### config.mk
export PLATFORM = sky130hd
export DESIGN_NAME = bus_arbiter
export DESIGN_NICKNAME = d
export VERILOG_FILES = /design/src/rtl/bexkat1_pkg.sv /design/src/rtl/bus_watchdog.sv /design/src/rtl/bus_arbiter.sv
export SDC_FILE = /design/constraint.sdc
export NUM_CORES = 1
export LEC_CHECK = 0
export CELL_PAD_IN_SITES_DETAIL_PLACEMENT = 0
export CELL_PAD_IN_SITES_GLOBAL_PLACEMENT = 1
export CORE_AREA = 2 2 153 110
export DETAILED_ROUTE_END_ITERATION = 10
export DIE_AREA = 0 0 155 112
export GPL_TIMING_DRIVEN = 1
export PLACE_DENSITY_LB_ADDON = 0.1
export SLEW_MARGIN = 20
export SYNTH_ARGS = -nofsm -noshare
export SYNTH_HDL_FRONTEND = slang
export SYNTH_SLANG_ARGS = --single-unit
### constraint.sdc
create_clock -name clk_i -period 2 [get_ports clk_i]
set_input_delay 0.4 -clock clk_i [delete_from_list [all_inputs] [get_ports clk_i]]
set_output_delay 0.4 -clock clk_i [all_outputs]
set_load 0.05 [all_outputs]
### src/rtl/bexkat1_pkg.sv
// Shared definitions for the two-master Wishbone arbiter.
// Covers the grant states, the master indices and the tie-break rule.
package bexkat1_pkg;

  typedef enum logic [1:0] {
    IDLE = 2'd0,
    GNT0 = 2'd1,
    GNT1 = 2'd2
  } gnt_state_t;

  localparam logic MASTER0 = 1'b0;
  localparam logic MASTER1 = 1'b1;

  // On a tie, round-robin hands the bus to whoever did not have it last.
  // Otherwise the data port (master 1) wins.
  function automatic gnt_state_t pick_grant(input logic req0, input logic req1,
                                            input logic last_gnt, input logic fair);
    gnt_state_t pick;
    pick = IDLE;
    if (req0 && req1) begin
      if (fair) pick = (last_gnt == MASTER0) ? GNT1 : GNT0;
      else      pick = GNT1;
    end else if (req0) begin
      pick = GNT0;
    end else if (req1) begin
      pick = GNT1;
    end
    return pick;
  endfunction

endpackage

### src/rtl/bus_watchdog.sv
// Counts unacknowledged strobe cycles and produces a one-cycle err pulse
// once TIMEOUT of them have gone by without an ack.
module bus_watchdog #(
  parameter int TIMEOUT = 255
) (
  input  logic clk,
  input  logic rst_n,
  input  logic stb,
  input  logic ack,
  input  logic restart,
  output logic err
);

  localparam logic [15:0] LIMIT = 16'(TIMEOUT - 1);

  logic [15:0] count_q;
  logic        err_q;
  logic        expire;

  // A grant change at the same edge hands the bus to someone else, so no pulse.
  assign expire = stb && !ack && !restart && (count_q == LIMIT);

  always_ff @(posedge clk or negedge rst_n) begin
    if (!rst_n) begin
      count_q <= '0;
      err_q   <= 1'b0;
    end else begin
      err_q <= expire;
      if (restart || !stb || ack || expire) count_q <= '0;
      else                                  count_q <= count_q + 16'd1;
    end
  end

  assign err = err_q;

endmodule

### src/rtl/bus_arbiter.sv
// Two-master, one-slave Wishbone arbiter: instruction fetch (m0, read-only)
// and data port (m1) share one slave; the grant is held for the owner's whole cyc.
module bus_arbiter
  import bexkat1_pkg::*;
#(
  parameter int AWIDTH  = 32,
  parameter int TIMEOUT = 255,
  parameter int FAIR    = 1
) (
  input  logic              clk_i,
  input  logic              rst_i,
  input  logic              m0_cyc_i,
  input  logic              m0_stb_i,
  input  logic [AWIDTH-1:0] m0_adr_i,
  output logic [31:0]       m0_dat_o,
  output logic              m0_ack_o,
  output logic              m0_err_o,
  input  logic              m1_cyc_i,
  input  logic              m1_stb_i,
  input  logic              m1_we_i,
  input  logic [3:0]        m1_sel_i,
  input  logic [AWIDTH-1:0] m1_adr_i,
  input  logic [31:0]       m1_dat_i,
  output logic [31:0]       m1_dat_o,
  output logic              m1_ack_o,
  output logic              m1_err_o,
  output logic              s_cyc_o,
  output logic              s_stb_o,
  output logic              s_we_o,
  output logic [3:0]        s_sel_o,
  output logic [AWIDTH-1:0] s_adr_o,
  output logic [31:0]       s_dat_o,
  input  logic [31:0]       s_dat_i,
  input  logic              s_ack_i,
  output logic [1:0]        gnt_o
);

  localparam logic FAIR_TIE = (FAIR != 0);

  gnt_state_t state_q, state_d;
  logic       last_gnt_q;
  logic       grant_change;
  logic       wd_err;

  always_ff @(posedge clk_i or negedge rst_i) begin
    if (!rst_i) begin
      state_q    <= IDLE;
      last_gnt_q <= MASTER0;
    end else begin
      state_q <= state_d;
      if (state_d == GNT0)      last_gnt_q <= MASTER0;
      else if (state_d == GNT1) last_gnt_q <= MASTER1;
    end
  end

  // Re-arbitrate only when the bus is free or its owner has released cyc.
  always_comb begin
    state_d = state_q;
    case (state_q)
      IDLE:    state_d = pick_grant(m0_cyc_i, m1_cyc_i, last_gnt_q, FAIR_TIE);
      GNT0:    if (!m0_cyc_i) state_d = pick_grant(m0_cyc_i, m1_cyc_i, last_gnt_q, FAIR_TIE);
      GNT1:    if (!m1_cyc_i) state_d = pick_grant(m0_cyc_i, m1_cyc_i, last_gnt_q, FAIR_TIE);
      default: state_d = IDLE;
    endcase
  end

  assign grant_change = (state_d != state_q);

  bus_watchdog #(
    .TIMEOUT(TIMEOUT)
  ) u_watchdog (
    .clk    (clk_i),
    .rst_n  (rst_i),
    .stb    (s_stb_o),
    .ack    (s_ack_i),
    .restart(grant_change),
    .err    (wd_err)
  );

  // A late ack in the err cycle wins, so err is masked by s_ack_i.
  always_comb begin
    s_cyc_o  = 1'b0;
    s_stb_o  = 1'b0;
    s_we_o   = 1'b0;
    s_sel_o  = 4'h0;
    s_adr_o  = '0;
    s_dat_o  = 32'h0;
    m0_dat_o = 32'h0;
    m0_ack_o = 1'b0;
    m0_err_o = 1'b0;
    m1_dat_o = 32'h0;
    m1_ack_o = 1'b0;
    m1_err_o = 1'b0;
    gnt_o    = 2'b00;
    case (state_q)
      GNT0: begin
        gnt_o    = 2'b01;
        s_cyc_o  = m0_cyc_i;
        s_stb_o  = m0_cyc_i & m0_stb_i;
        s_sel_o  = 4'hf;
        s_adr_o  = m0_adr_i;
        m0_dat_o = s_dat_i;
        m0_ack_o = s_ack_i;
        m0_err_o = wd_err & ~s_ack_i;
      end
      GNT1: begin
        gnt_o    = 2'b10;
        s_cyc_o  = m1_cyc_i;
        s_stb_o  = m1_cyc_i & m1_stb_i;
        s_we_o   = m1_we_i;
        s_sel_o  = m1_sel_i;
        s_adr_o  = m1_adr_i;
        s_dat_o  = m1_dat_i;
        m1_dat_o = s_dat_i;
        m1_ack_o = s_ack_i;
        m1_err_o = wd_err & ~s_ack_i;
      end
      default: ;
    endcase
  end

endmodule
# [Yosys cells after proc, flatten, opt, wreduce, memory -nomap -nowiden]
# Index checks and enable logic that the tools add are counted.
[word_totals] out_inout_bits=141 latchBits=0 n_memories=0 inputBits=140 mem_bits_ro=0 regBits=20 ramBits=0
[op_classes] n_eq_ne=6 multipliers=0 bitwise_logic=4 order_cmp=0 muxes=26 addsub=1 shifts=0 div_mod_pow=0 n_reduce_logical=12
[ops] cell="$mux W32" count=3
[ops] cell="$pmux W32 S2" count=1
[ops] cell="$add A16 B1 Y16 const B" count=1
[ops] cell="$eq A16 B8 Y1 const B" count=1
[ops] cell="$mux W16" count=1
[ops] cell="$mux W2" count=8
[ops] cell="$mux W1" count=8
[ops] cell="$pmux W4 S2" count=1
[ops] cell="$pmux W2 S3" count=1
[ops] cell="$eq A2 B1 Y1 const B" count=2
[ops] cell="$eq A2 B2 Y1 const B" count=2
[ops] cell="$logic_and A1 B1 Y1" count=4
[ops] cell="$pmux W1 S2" count=2
[ops] cell="$pmux W2 S2" count=1
[ops] cell="$and A1 B1 Y1" count=3
[ops] cell="$logic_not A1 Y1" count=3
[ops] cell="$logic_or A1 B1 Y1" count=3
[ops] cell="$logic_not A2 Y1" count=1
[ops] cell="$ne A2 B2 Y1" count=1
[ops] cell="$reduce_bool A2 Y1" count=1
[ops] cell="$not A1 Y1" count=1

# [Longest topological paths before layout]
[logic_depth] depth_word=10 ltp_mapped=10 mapped_depth_nobuf=9

# [Modules after synthesis]
# A second synthesis with hierarchy kept.
[hier_totals] hier_cells=317 area_unflattened_um2=2393.5
[modules_own_cells] module="bus_arbiter" seq_area_each_um2=75.1 cells_per_inst=233 instances=1 area_per_inst_um2=1532.7
[modules_own_cells] module="bus_watchdog" seq_area_each_um2=425.4 cells_per_inst=84 instances=1 area_per_inst_um2=860.8

# [Worst setup path after synthesis]
# No wires, ideal clock.
[synth_timing] path_kind="reg2out" from="reg state_q[1]" to="out s_adr_o[14]" stages_incl_launch_ff=7 n_path_buf=2 t_arrival_ps=2314 setup_slack_ps=-714 required_ps=1600 path_cell_list="dfrtp_1 -> inv_1 -> ha_1 -> buf_2 -> clkbuf_1 -> a22oi_1 -> nor2_1"
[synth_via] elab_chain_len=2 elab_cells_between_ends=3
[synth_lines] item="start, declared" line="bus_arbiter.sv:40" text="gnt_state_t state_q, state_d;"
[synth_lines] item="start signal, assigned" line="bus_arbiter.sv:50" text="state_q <= state_d;"
[synth_lines] item="$eq A2 B2 Y1 / $eq A2 B1 Y1 (equally long branches)" line="bus_arbiter.sv:95" text="case (state_q)"
[synth_lines] item="$pmux W32 S2 *" line="bus_arbiter.sv:95"
[synth_lines] item="end, declared" line="bus_arbiter.sv:31" text="output logic [AWIDTH-1:0] s_adr_o,"
# Mark *: on every way between the ends. The rest lies on a longest branch, timed or not.

# [Final worst setup path]
[layout_timing] from="reg state_q[1]" to="out s_adr_o[1]"
# The elaborated chain is that of the path after synthesis.

==> results.py <==
metrics = {
    "status": {
        "failed_checks": "negative setup slack",
        "status": "finished with violations",
    },
    "global_route": {
        "antenna_found_initial": 0,
        "grt_pass1_wl_mm": 22.9,
        "grt_max_degree": 32,
        "overflow": 0,
        "grt_usage": 0.175,
        "grt_pass1_vias": 3565,
    },
    "sta": {
        "finalCriticalPeriod_ps": 2120,
        "maxSlewHeadroom": 0.776,
        "period_share": 1.06,
        "setup_violations": 61,
        "finalHoldViolCount": 0,
        "rsz0062_at_grt": "yes",
        "fin_ws_ps": -118,
        "skew_ps": 6.35,
        "whs_ps": 512,
        "max_freq_ghz": 0.472,
        "worstMarginPinSlew_ps": 333,
        "drv_slew": 0,
    },
    "final_layout": {
        "multi_input_area_sq_um": 2390,
        "final_nets": 773,
        "fillers": 1389,
        "seqCellArea_sq_um": 503,
        "drive_above_1_share": 0.607,
        "post_layout_nonfiller_instances": 829,
        "antenna_cells": 0,
        "fin_util": 0.514,
        "fin_area_sq_um": 8200,
        "syn2layout_area_growth_pct": 252,
    },
    "worst_setup_path": {
        "crit_path_end_kind": "output pin",
        "max_stage_delay_ps": 430,
        "crit_chain": "inv_4 -> buf_12 -> ha_4 -> clkinv_8 -> buf_12 -> nor2_4 -> buf_12",
        "cp_data_required_time_ps": 1600,
        "crit_fanout": 8,
        "startpoint_type": "flip-flop",
        "ff2ff_setup_slack_ps": -50,
        "critPathArrivalTime_ps": 1720,
        "reg2reg_depth": 8,
        "rr_startpoint": "state_q[1]",
        "cpMostUsedCell": "buf_12",
        "crit_family": "buffers and inverters",
        "criticalPathCategory": "reg2out",
        "r2r_end": "u_watchdog.count_q[5]",
        "slowest_stage": "dfrtp_2",
        "crit_buf_inv": 5,
    },
    "yosys": {
        "syn_nets": 467,
        "synth_top_area_frac": 0.274,
        "synth_cell_type_count": 37,
        "synthArstFlopShare": 1.00,
        "synth_edf_count": 0,
        "avgSynthCellArea_sq_um": 7.31,
        "yosys-top-cells-count": "102 x and2_1, 38 x nor2_1, 32 x a22oi_1, 20 x dfrtp_1",
        "synth_area_sq_um": 2330,
        "yosys-top-cells-area": "and2_1 27%, dfrtp_1 21%, a22oi_1 10%",
        "syn_inst": 319,
        "ys_ff_latch": 20,
        "yosysSeqAreaShare": 0.215,
        "synth_most_common_cell": "and2_1",
        "ys_warn_count": 0,
        "yosysTopAreaCell": "and2_1",
        "synth_top_flop_cell": "dfrtp_1",
    },
    "drt": {
        "drc": 0,
        "drt_iter0_drc": 121,
        "drt.antenna.violating_nets": 0,
        "drt-total-wl_mm": 16.4,
        "wl_per_cell_microns": 19.8,
        "num_vias": 3563,
        "drt_pre_antenna_iters": 4,
        "avgViaCountPerCell": 4.30,
    },
    "power_and_ir_drop": {
        "power_density_nw_per_um2": 1560,
        "pwr-share-seq": 0.038,
        "comb_power_share": 0.919,
        "leakagePower_uw": 0.00313,
        "p_int_uw": 6500,
        "vdd_drop_max_mv": 1.03,
        "switching_share": 0.492,
        "clkPwrFrac": 0.043,
        "p_sw_uw": 6300,
        "finalPower_uw": 12800,
    },
    "min_path": {
        "hp-class": "in2async",
    },
    "floorplan": {
        "start_util": 0.146,
        "dieArea_sq_um": 17400,
        "row_count": 39,
        "die_w_microns": 155,
        "ioPinCount": 281,
        "die-height_microns": 112,
        "core_sq_um": 16000,
    },
    "clocking": {
        "postCtsHoldBufs": 0,
        "numCtsBuffers": 3,
        "ctsRootBufferMaster": "clkbuf_16",
        "h-tree-depth": 1,
        "clk_latency_ps": 260,
        "clkTransAtPathRegs_ps": 60,
        "cts_tree": "done",
        "cts_sinks": 20,
        "cts.path.max_buffers": 2,
    },
    "placed_design": {
        "numPortBuffers": 280,
        "routabilityCongestion": 0.854,
        "hpwl_mm": 12.9,
        "post-place-cells": 801,
        "placed_area_sq_um": 7280,
    },
    "job": {
        "drv_cap": 0,
    },
}
==> power by group through the flow <==
stage / logic [uW] / clock network, uW / registers (uW)
floorplan: 5220 / 0 / 484
global placement: 9950 / 0 / 479
detailed placement: 9990 / 0 / 479
CTS: 11100 / 567 / 481
global route: 12200 / 580 / 488
finish: 11800 / 554 / 482
==> layout make-up <==
class | count | share of cell area
Clock inverter | 1 | 0.00366
Multi-Input combinational cell | 264 | 0.292
Tap cell | 205 | 0.0313
Inverter | 6 | 0.00458
Timing Repair Buffer | 330 | 0.598
Clock buffer | 3 | 0.00916
Sequential cell | 20 | 0.0613
==> how the worst max path moves through the flow <==
stage / startpoint / endpoint / slack, ps / cells past startpoint
2_1_floorplan: state_q[0] / s_adr_o[14] / 6 / 7
3_3_place_gp: m1_cyc_i / u_watchdog.count_q[13] / -60 / 6
3_5_place_dp: m0_cyc_i / u_watchdog.count_q[5] / -150 / 6
4_1_cts: state_q[0] / s_adr_o[4] / -130 / 6
5_1_grt: state_q[1] / s_adr_o[1] / -180 / 7
6_report: state_q[1] / s_adr_o[1] / -120 / 7
==> per-layer routing <==
metal | GRT usage | vias up | part of all wire
li1 | - | 1701 | -
met1 | 0.196 | 1690 | 0.37
met2 | 0.335 | 152 | 0.55
met3 | 0.0385 | 20 | 0.061
met4 | 0.0407 | 0 | 0.021
met5 | 0 | - | 0
==> worst register-to-register path, delay by kind of cell, from the launching register on <==
family / cells / cell delay [ps]
adder cells (fa/ha/maj): 1 / 290
AO/OA/AOI/OAI: 2 / 560
flip-flops: 1 / 430
AND/OR/NAND/NOR: 1 / 200
buffers and inverters: 4 / 470
==> what timing repair did <==
item                       4_1_cts  5_1_grt
setup endpoints to repair      153      156
gates cloned                     3        6
buffers inserted                 9        9
pin swaps                       15       16
gates resized for setup         64       93
==> cells by family (layout without fill, tap and decap cells) <==
group                    after synthesis  in the layout  share of synthesized area
adder cells (fa/ha/maj)                8              8                     0.0429
flip-flops                            20             20                      0.215
AO/OA/AOI/OAI                         49             49                      0.156
AND/OR/NAND/NOR                      193            193                      0.465
XOR/XNOR                              14             14                     0.0526
buffers and inverters                 35            340                     0.0697
==> flip-flops by register name, summed over array words and instances (netlist names) <==
signal	cells
last_gnt_q	1
u_watchdog.count_q	16
u_watchdog.err	1
state_q	2
==> cell usage in the layout, fill, tap and decap left out, types with 3 or more instances in the layout <==
master	Yosys	final
and2_4	0	63
buf_16	0	3
clkdlybuf4s50_1	0	139
dfrtp_1	20	18
and2_2	0	29
nor3_1	19	19
a22oi_2	0	32
nor2_4	0	36
ha_1	8	4
nor4_1	3	3
buf_4	1	17
nand2_1	7	7
nand3_1	8	7
buf_6	1	11
xor2_1	9	9
buf_12	1	147
buf_8	0	9
xnor2_1	5	5
nand4_1	7	7
clkbuf_16	0	7
and2_1	102	10
ha_4	0	4
==> stage by stage <==
| stage | TNS (ps) | setup slack, ps |
|---|---|---|
| 2_1_floorplan | 0 | 6.12 |
| 3_3_place_gp | -890 | -60.6 |
| 3_5_place_dp | -1840 | -148 |
| 4_1_cts | -7470 | -130 |
| 5_1_grt | -10690 | -179 |
| 6_report | -4400 | -118 |
No activity file was read; power rests on OpenSTA's default activity.
==> edit 1 (config.mk and constraints unchanged) <==
`AWIDTH`: 32 -> 24.
--- a/src/rtl/bus_arbiter.sv
+++ b/src/rtl/bus_arbiter.sv
@@ -4,5 +4,5 @@
   import bexkat1_pkg::*;
 #(
-  parameter int AWIDTH  = 32,
+  parameter int AWIDTH  = 24,
   parameter int TIMEOUT = 255,
   parameter int FAIR    = 1
Ports: changed (resized m0_adr_i, m1_adr_i and s_adr_o); port bits go from 281 to 257. No check against the original RTL was run, so the function may have changed too.
==> edit 1 against the original RTL <==
The run still ends with setup timing left. Cell area decreased by 6.5%. Final cell count is 6.4% lower. Power shrank 24%. Sequential power down 1%. Largest cell class unchanged. Wire length down 15%. Synthesized area increased by 1.8%. Critical path type unchanged. Clock skew shrank 3.9 ps. Synthesized cell count shrank 6.6%. Register-to-register slack improved by 30 ps. Worst setup slack gained 65 ps. Core utilization down 3.3 points. Sequential cell count is the same.
==> edit 1: results (changes against the original RTL) <==
outcome=finished with violations; register area share after synthesis=21.1% (-0.37 points); hold slack=497 ps (-14.7 ps); failing checks=setup timing; # setup viols final=50 (-18%); First DRT Iteration DRCs=81 (-33%); final cell count without fillers=776 (-6.4%); Total Routing Usage GR=15.0% (-2.5 points); reg2reg path depth=9 (+1); Peak VDD IR=0.559 mV (-46%); synth cell count leaders=and2_1, nor2b_1, a22oi_1; layout cells sized above 1=60.1% (-0.67 points); Area contributors post-synth=and2_1, dfrtp_1, nor2b_1; WL met3=1120 um (+12%); dpl ws=-144 ps (+3.92 ps); DP Area=6900 um^2 (-5.3%); DP HPWL=11100 um (-14%); Metal-1 WL=5180 um (-15%); Yosys cell types=40 (+8.1%); fin worst setup slack=-52.8 ps (+64.9 ps); vias in the first global route=3250 (-8.8%); Final Wtd Congestion=0.763 (-11%); Cells after DPL=752 (-6.1%); Nets=704 (-8.9%); first-pass GRT wire length=20200 um (-12%); fillers=1440 (+3.7%); DR vias/cell=4.19 (-2.5%); critical-path maximum fanout=6 (-2); Synth Area per Inst=7.96 um^2 (+8.9%); syn_nets=430 (-7.9%); Worst Skew=2.44 ps (-3.91 ps); slew margin rel.=70.5% (-7.1 points); final core utilization=48.1% (-3.3 points); worst reg-to-reg setup slack=-20 ps (+30 ps); wire length on met2=7700 um (-14%); leakage power=0.00295 uW (-5.6%)
==> edit 1: changes by cell type in the layout (fill, tap and decap cells not counted), moves of 7 or more <==
cell | before | now
a22oi_2 | 32 | 24
nor3_1 | 19 | 3
and2_4 | 63 | 44
nor2_4 | 36 | 0
clkdlybuf4s50_1 | 139 | 122
and2_1 | 10 | 24
nor2b_4 | 0 | 28
buf_8 | 9 | 2
nor3_2 | 0 | 7
==> edit 1: worst max path at each step <==
stage          startpoint                endpoint  slack (ps)  cells after the start
2_1_floorplan  state_q[0]             m1_dat_o[0]         -10                      6
3_3_place_gp     m0_cyc_i  u_watchdog.count_q[15]        -140                      6
3_5_place_dp     m0_cyc_i  u_watchdog.count_q[11]        -140                      6
4_1_cts        state_q[1]             s_adr_o[21]         -80                      6
5_1_grt        state_q[1]  u_watchdog.count_q[10]        -130                      9
6_report       state_q[0]              s_sel_o[3]         -50                      6
==> edit 1: worst max-delay path: stages, from the launching register on <==
cell and delay [ps]:
dfrtp_2 450, ha_4 230, buf_12 140, clkbuf_16 150, a21oi_1 210, nor2b_4 70
buf_12 150
==> edit 1: what timing repair did <==
action                                  4_1_cts  5_1_grt
cloned                                        1        6
endpoints found under the setup margin      118      124
pin swaps                                     4        9
buffers inserted                              3       10
hold buffers                                  0        0
gates resized for setup                      32       76
hold endpoints to repair                      0        0
==> edit 1: metrics by stage <==
stage	total power, uW	TNS, ps
CTS	9230	-4180
floorplan	4640	-672
detailed placement	8430	-1610
global placement	8410	-1290
finish	9740	-793
global route	10100	-7460
==> edit 1: where the power goes <==
group,total [uW],switching (uW),leakage (uW),internal [uW]
clock,457,152,0.0000442,305
sequential,477,38.0,0.000272,439
combinational,8800,4430,0.00264,4380
==> edit 1: area by class of cell <==
class	instances	share of cell area (%)
Timing Repair Buffer	292	57.2
Multi-Input combinational cell	249	31.3
Sequential cell	20	6.56
Tap cell	205	3.34
Clock buffer	4	1.16
Inverter	6	0.375
==> edit 1: metal layers <==
layer  up-vias  track usage, %
met5         -               0
met4         0            1.11
met3         4            3.93
met2       141            29.3
met1      1536            16.8
li1       1570               -
==> edit 1: logic make-up (layout without fill, tap and decap cells) <==
family                     count (synthesis)  in the layout  share of synthesized area (%)
AOI/OAI and AO/OA                         39             40                           12.9
xor gates and xnor gates                  14             14                           5.17
adders and majority gates                  8              8                           4.22
buffers and inverters                     30            302                           6.01
DFF                                       20             20                           21.1
and+or+nand+nor                          187            187                           50.6
==> edit 2 (same settings) <==
Made on the original files. Encoding of `gnt_state_t`: now one-hot (3 bits for 3 states).
--- a/src/rtl/bexkat1_pkg.sv
+++ b/src/rtl/bexkat1_pkg.sv
@@ -3,8 +3,8 @@
 package bexkat1_pkg;
 
-  typedef enum logic [1:0] {
-    IDLE = 2'd0,
-    GNT0 = 2'd1,
-    GNT1 = 2'd2
+  typedef enum logic [2:0] {
+    IDLE = 3'b001,
+    GNT0 = 3'b010,
+    GNT1 = 3'b100
   } gnt_state_t;
 
Function: same outputs for any inputs over 10 cycles, from zero or initial values and one cycle with rst_i low; not proved beyond that.
==> edit 2 against the original RTL <==
The run still ends with setup timing left. First-iteration DRC count increased by 20%. Via count fell by 11%. Wire length decreased by 7.2%. Cell area is 9.2% lower. Worst setup slack gained 18 ps. Synthesized area fell by 4.8%. Sequential cell count increased by 1. Power decreased by 40%. Critical path type unchanged. Largest cell class unchanged.
==> edit 2: results (changes against the original RTL) <==
DP Area=6770 um^2 (-7.0%); Switching Power=3580 uW (-43%); Worst Hold Class=in2async; highest-delay cell along the critical path=dfstp_2; WP data arrival=1700 ps (-20 ps); Yosys cell types=38 (+2.7%); total CTS buffers=3 (unchanged); htree depth=1 (unchanged); DP HPWL=11800 um (-8.7%); DR vias/cell=4.11 (-4.3%); share of flip-flops with an asynchronous set or reset=100% (unchanged); Area contributors post-synth=and2_1, dfrtp_1, a22o_1; largest net degree at the start of global routing=28 (-13%); Total Routing Usage GR=16.5% (-1.0 points); antenna violations before repair=0 (unchanged); delay-heaviest family, CP=buffers and inverters; Largest stage delay, worst path=370 ps (-60 ps); clock-pin slew on the worst setup and hold paths=60 ps (about the same); DRT Wirelength=15200 um (-7.2%); Routed WL per cell=19.7 um (-0.40%); Synth Area per Inst=7.93 um^2 (+8.5%); Final Wtd Congestion=0.800 (-6.3%); outcome=finished with violations; RR Endpoint=u_watchdog.count_q[13]; leakage power=0.00311 uW (-0.64%); Clock Latency Late Sink=250 ps; reg2reg start=state_q[0]; hold slack=488 ps (-23.9 ps); vias in the first global route=3146 (-12%); syn_nets=422 (-9.6%); synth warn=0 (unchanged); Cells after DPL=754 (-5.9%); Largest regs=u_watchdog.count_q (16), state_q (3); post-synth top area share=29.3% (+1.9 points); drt first pass iters=4 (unchanged); First DRT Iteration DRCs=145 (+20%); worst reg-to-reg setup slack=200 ps (+250 ps); total negative setup slack=-5310 ps (-912 ps); top_reg_cell synth=dfrtp_1; layout cells sized above 1=51.0% (-9.8 points); Longest Clk Path Bufs=2 (unchanged); failing checks=setup timing; Nets=710 (-8.2%); dpl ws=-6.40 ps (+142 ps); first-pass GRT wire length=21300 um (-6.7%); PortBufs=280 (unchanged); critical-path maximum fanout=7 (-1); Worst Skew=3.50 ps (-2.85 ps); Antenna Cells=0 (unchanged); Peak VDD IR=0.368 mV (-64%); synth cell count leaders=and2_1, a22o_1, dfrtp_1; reg2reg path depth=8 (unchanged); worst setup path class=reg2out; Root Buffer Master=clkbuf_16; register area share after synthesis=23.7% (+2.3 points); fin worst setup slack=-99.7 ps (+17.9 ps); # setup viols final=104 (+70%); worst slew pin tran=467 ps (+134 ps)
edit 2: changes by cell type after synthesis, moves of 5 or more:
cell     unedited run  this run
a22o_1              1        33
a22oi_1            32         0
buf_2               2         7
ha_1                8         2
nand2_1             7        14
nor2_1             38        19
nor3_1             19         1
xor2_1              9        14
edit 2: power groups by stage:
stage               registers [uW]  logic, uW  clock network, uW
detailed placement             536       5990                  0
CTS                            517       6590                434
floorplan                      500       2910                  0
global placement               532       5990                  0
finish                         519       6720                426
global route                   524       6950                457
edit 2: worst max path at each step:
| stage | to | cells after the start |
|---|---|---|
| 2_1_floorplan | m0_dat_o[22] | 5 |
| 3_3_place_gp | m1_err_o | 3 |
| 3_5_place_dp | u_watchdog.count_q[5] | 5 |
| 4_1_cts | s_adr_o[0] | 6 |
| 5_1_grt | m1_err_o | 6 |
| 6_report | m1_err_o | 6 |
edit 2: per-layer routing:
metal | up-vias | share of wire (%) | GRT usage (%)
li1 | 1538 | - | -
met1 | 1480 | 37 | 18.3
met2 | 150 | 56 | 33.0
met3 | 6 | 6.4 | 3.31
met4 | 0 | 0.72 | 1.91
met5 | - | 0 | 0
edit 2: area by class of cell:
cell class	instances	area (um^2)
clock buffer	4	78.8
inverter	3	18.8
tap	205	256
sequential	21	528
multi-input combinational	230	1920
timing repair buffer	309	4630
fill	1449	8520
edit 2: logic make-up (layout without fill, tap and decap cells):
family | count (synthesis) | after routing | synth area share, %
fa+ha+maj | 2 | 2 | 1.13
simple gates | 167 | 167 | 45.6
flops | 21 | 21 | 23.7
buf+inv | 29 | 316 | 6.14
xor+xnor | 15 | 15 | 5.92
mux | 2 | 2 | 0.901
compound gates | 44 | 44 | 16.6
edit 2: repair_timing:
item,CTS,global route
gates cloned,5,2
buffers inserted,6,1
setup endpoints to repair,133,129
pin swaps,31,2
resized for setup,65,28
